<file path="src/rtl/scalar_wb_arbiter.sv">
// Writeback arbiter for the scalar register file: two requesters, registered bank/PC write,
// and a pending-write scoreboard. Define WB_ROUND_ROBIN_EN for round-robin arbitration.
module scalar_wb_arbiter #(
  parameter int unsigned bits = 32
) (
  input  logic            CLK,
  input  logic            RST,
  input  logic            req0_valid,
  input  logic [3:0]      req0_addr,
  input  logic [bits-1:0] req0_data,
  output logic            req0_ready,
  input  logic            req1_valid,
  input  logic [3:0]      req1_addr,
  input  logic [bits-1:0] req1_data,
  output logic            req1_ready,
  input  logic            alloc_valid,
  input  logic [3:0]      alloc_addr,
  output logic            WE3,
  output logic [3:0]      A3,
  output logic [bits-1:0] WD3,
  output logic            pc_we,
  output logic [bits-1:0] pc_data,
  output logic [15:0]     busy,
  output logic            wb_err
);

  logic            grant0, grant1;
  logic            xfer;
  logic [3:0]      xfer_addr;
  logic [bits-1:0] xfer_data;

`ifdef WB_ROUND_ROBIN_EN
  // ptr_q = 0 gives requester 0 priority on the next contention.
  logic ptr_q, ptr_d;

  always_comb begin
    grant0 = 1'b0;
    grant1 = 1'b0;
    ptr_d  = ptr_q;
    if (!RST) begin
      if (req0_valid && req1_valid) begin
        grant0 = ~ptr_q;
        grant1 = ptr_q;
        ptr_d  = ~ptr_q;
      end else begin
        grant0 = req0_valid;
        grant1 = req1_valid;
      end
    end
  end

  always_ff @(posedge CLK or posedge RST) begin
    if (RST) begin
      ptr_q <= 1'b0;
    end else begin
      ptr_q <= ptr_d;
    end
  end
`else
  // Load unit always wins contention.
  always_comb begin
    grant1 = req1_valid & ~RST;
    grant0 = req0_valid & ~req1_valid & ~RST;
  end
`endif

  assign req0_ready = grant0;
  assign req1_ready = grant1;
  assign xfer       = grant0 | grant1;
  assign xfer_addr  = grant1 ? req1_addr : req0_addr;
  assign xfer_data  = grant1 ? req1_data : req0_data;

  logic            we3_q, we3_d;
  logic [3:0]      a3_q, a3_d;
  logic [bits-1:0] wd3_q, wd3_d;
  logic            pc_we_q, pc_we_d;
  logic [bits-1:0] pc_data_q, pc_data_d;
  logic [15:0]     busy_q, busy_d;
  logic            err_q, err_d;

  always_comb begin
    we3_d     = 1'b0;
    pc_we_d   = 1'b0;
    a3_d      = a3_q;
    wd3_d     = wd3_q;
    pc_data_d = pc_data_q;
    busy_d    = busy_q;
    err_d     = err_q;
    if (xfer) begin
      if (xfer_addr == 4'd15) begin
        pc_we_d   = 1'b1;
        pc_data_d = xfer_data;
      end else begin
        we3_d = 1'b1;
        a3_d  = xfer_addr;
        wd3_d = xfer_data;
      end
      busy_d[xfer_addr] = 1'b0;
      if (!busy_q[xfer_addr]) err_d = 1'b1;
    end
    // Allocation applied last so it wins over a same-edge clear.
    if (alloc_valid) busy_d[alloc_addr] = 1'b1;
  end

  always_ff @(posedge CLK or posedge RST) begin
    if (RST) begin
      we3_q     <= 1'b0;
      a3_q      <= 4'd0;
      wd3_q     <= '0;
      pc_we_q   <= 1'b0;
      pc_data_q <= '0;
      busy_q    <= 16'd0;
      err_q     <= 1'b0;
    end else begin
      we3_q     <= we3_d;
      a3_q      <= a3_d;
      wd3_q     <= wd3_d;
      pc_we_q   <= pc_we_d;
      pc_data_q <= pc_data_d;
      busy_q    <= busy_d;
      err_q     <= err_d;
    end
  end

  assign WE3     = we3_q;
  assign A3      = a3_q;
  assign WD3     = wd3_q;
  assign pc_we   = pc_we_q;
  assign pc_data = pc_data_q;
  assign busy    = busy_q;
  assign wb_err  = err_q;

endmodule

</file>
<file path="config.mk">
export PLATFORM = sky130hd
export DESIGN_NAME = scalar_wb_arbiter
export DESIGN_NICKNAME = d
export VERILOG_FILES = /design/src/rtl/scalar_wb_arbiter.sv
export SDC_FILE = /design/constraint.sdc
export NUM_CORES = 1
export LEC_CHECK = 0
export CAP_MARGIN = 15
export CORE_UTILIZATION = 30
export CTS_CLUSTER_SIZE = 12
export DETAILED_ROUTE_END_ITERATION = 8
export DONT_BUFFER_PORTS = 1
export PLACE_DENSITY_LB_ADDON = 0.12
export SLEW_MARGIN = 10
export SYNTH_ARGS = -nofsm -noshare
export SYNTH_HDL_FRONTEND = slang
export SYNTH_SLANG_ARGS = --single-unit
</file>
<file path="constraint.sdc">
create_clock -name CLK -period 4 [get_ports CLK]
set_input_delay 0.8 -clock CLK [delete_from_list [all_inputs] [get_ports CLK]]
set_output_delay 0.8 -clock CLK [all_outputs]
set_load 0.03 [all_outputs]
</file>
==> qor.csv <==
stage,metric,value,unit
floorplanning,start_util,0.3116,
sta,setup_violations,0,
routing,via_per_inst,5.019,
setup_path,cp_data_arrival_time,2.92,ns
cts,cts_tree,yes,
cts,h-tree-depth,3,
cts,clk_latency,0.34,ns
floorplanning,die-width,114.6,um
yosys,netlist-cell-type-count,32,
sta,rsz0062_at_grt,no,
final_layout,layout_common_cells,"dfrtp_1, nor2_1, a21oi_1",
sta,drv_slew,0,
pwr,p_per_area,700.1,nW/um^2
sta,timing.fmax,376.4,MHz
routing,route.detailed.drc,0,
final_layout,nets,448,
floorplanning,boundaryPins,170,
setup_path,end_kind,register,
final_layout,multi_input_area,1485,um^2
run,cap_violations,0,
setup_path,crit_path_max_incr_delay,0.48,ns
global_route,globalRouteMet1Util,0.1930,
setup_path,ff2ff_path_depth,3,
floorplanning,die_area,13140,um^2
global_route,busiest_layer,met2,
placement,dpl.hpwl,7053,um
placement,port_buffers,0,
routing,drt-initial-drc-count,118,
yosys,ys_ff_latch,87,
final_layout,final_common_cell,dfrtp_1,
cts,clkSinkCount,87,
cts,cts_resized,0,
floorplanning,rows,40,
routing,wire_per_inst,18.40,um
pwr,p_leak,1.867,nW
final_layout,fill_cells,1276,
cts,cts.reportedPaths.clkPinSlew,0.06,ns
cts,post_cts_buffers,0,
setup_path,crit_chain,nand2b_2 > inv_6 > nor3_2 > a31oi_2 > o31a_2 > buf_4 > nor2_1 > a31oi_1,
setup_path,path_buf_inv,2,
routing,wirelength,9915,um
global_route,antenna_found_initial,0,
yosys,synth_warnings,0,
setup_path,ff2ff_setup_slack,2.65,ns
global_route,grt_first_pass_wirelength,15300,um
sta,hold_viol,0,
routing,detail-route-antenna-nets,0,
yosys,yosysSeqAreaShare,0.5722,
final_layout,post-route-util,0.3514,
setup_path,worstPathRequired,4.27,ns
cts,cts_made_buffers,9,
global_route,grt_max_degree,51,
setup_path,path_max_fanout,43,
sta,fin_crit,2.657,ns
routing,first_pass_iters,4,
sta,worstMarginPinSlew,0.7080,ns
sta,finalCritPeriodShare,0.6643,
yosys,synth_fp_nets,451,
setup_path,cp-start-kind,input port,
cts,cts_root_buffer,clkbuf_16,
sta,fin_skew,0.002091,ns
final_layout,n_antenna_cell,0,
routing,vias,2705,
global_route,grt_use_met3,0.05611,
floorplanning,core_region_area,12210,um^2
yosys,synth.avg_cell_area,10.28,um^2
pwr,vdd.ir_drop.worst,195.9,uV
global_route,track_usage,0.1582,
setup_path,r2r-start,busy[4]$_DFF_PP0_,
cts,cts_max_path_buffers,2,
final_layout,seqCellArea,2177,um^2
global_route,grt_pass1_vias,2701,
sta,relSlewSlack,0.5275,
floorplanning,die_h,114.6,um
global_route,grt.met2_usage,0.2497,
sta,finalSetupTns,0,ns
global_route,grt-ovfl-total,0,
worst_hold_path,hp-class,in -> async,
final_layout,drive_above_1_share,0.08895,
cts,hold_buffers,0,
setup_path,slowest_stage,nand2b_2,
yosys,synth_area,3805,um^2
yosys,synthCells,370,
setup_path,critPathTopFamily,compound AO/OA/AOI/OAI gates,
final_layout,areaGrowthSynthToFinish,12.79,%
setup_path,r2r_end,wb_err$_DFFE_PP0P_,
placement,gp_congestion,0.8062,
setup_path,worst-setup-path-type,in -> reg,
run_status,outcome,finished clean,
## synth_stat cells
| cell | count | area (um^2) |
|---|---|---|
| buf_6 | 4 | 45.04 |
| or2_2 | 1 | 6.260 |
| nor3_1 | 3 | 15.01 |
| a31oi_1 | 5 | 31.28 |
| mux2_4 | 1 | 15.01 |
| buf_2 | 14 | 70.07 |
| dfrtp_1 | 87 | 2177 |
| o22ai_1 | 4 | 25.02 |
| nor2_1 | 75 | 281.5 |
| nand3_1 | 2 | 10.01 |
| or3b_2 | 1 | 8.760 |
| a21oi_1 | 66 | 330.3 |
| nor3b_1 | 2 | 15.01 |
| buf_1 | 1 | 3.750 |
| o21ai_0 | 30 | 150.1 |
| mux2i_4 | 1 | 22.52 |
| nand3b_1 | 2 | 15.01 |
| o31a_1 | 1 | 8.760 |
| nor3_2 | 1 | 10.01 |
| nand2_1 | 11 | 41.29 |
| a31oi_2 | 1 | 12.51 |
| inv_1 | 5 | 18.77 |
| o31ai_1 | 1 | 7.510 |
| inv_6 | 1 | 8.760 |
| a41o_1 | 1 | 10.01 |
| buf_4 | 1 | 7.510 |
| and2_1 | 2 | 12.51 |
| nand2b_1 | 4 | 25.02 |
| mux2i_1 | 39 | 390.4 |
| o221ai_1 | 1 | 8.760 |
| mux2_2 | 1 | 11.26 |
| a221o_1 | 1 | 10.01 |
## layout make-up
type / instances / area share
inverter: 6 / 0.006706
clock buffer: 10 / 0.05569
sequential: 87 / 0.5073
timing repair buffer: 6 / 0.01050
tap: 168 / 0.04898
multi-input combinational: 257 / 0.3461
clock inverter: 5 / 0.02478
## report_power, final
part           switching [W]  internal, W
sequential          0.000602      0.00108
clock               0.000364     0.000625
combinational       0.000192     0.000140
## state kept, by name (all words and copies together), names as in the netlist
name,count
WD3,32
A3,4
WE3,1
pc_we,1
wb_err,1
busy,16
pc_data,32
## stage by stage
stage	hold WS (ns)	area, um^2	setup slack [ns]	power, W	instances
finish	0.4202	4292	1.343	0.003005	539
global route	0.4757	4292	1.125	0.003145	539
CTS	0.4562	4292	1.306	0.003045	539
detailed placement	0.6957	3946	0.9439	0.002044	524
global placement	0.6972	3946	1.005	0.002038	524
floorplan	0.6504	3805	0.5814	0.001915	370
## how the worst max path moves through the flow
| stage | startpoint | endpoint | depth (start not counted) |
|---|---|---|---|
| 2_1_floorplan | RST | busy[10]$_DFF_PP0_ | 5 |
| 3_3_place_gp | RST | A3[2]$_DFFE_PP0P_ | 8 |
| 3_5_place_dp | RST | A3[2]$_DFFE_PP0P_ | 8 |
| 4_1_cts | RST | A3[2]$_DFFE_PP0P_ | 8 |
| 5_1_grt | RST | A3[2]$_DFFE_PP0P_ | 8 |
| 6_report | RST | A3[2]$_DFFE_PP0P_ | 8 |
## kinds of logic after synthesis
| logic type | share of synthesized area |
|---|---|
| mux | 0.1154 |
| flops | 0.5722 |
| buf+inv | 0.04045 |
| simple gates | 0.1157 |
| compound gates | 0.1562 |
## metal layers
metal  wire length (um)  vias to the layer above
li1                   -                     1285
met1               4267                     1302
met2               4660                      105
met3                790                       13
met4                196                        0
met5                  0                        -
Note: power is estimated with default switching activity, not from simulation.
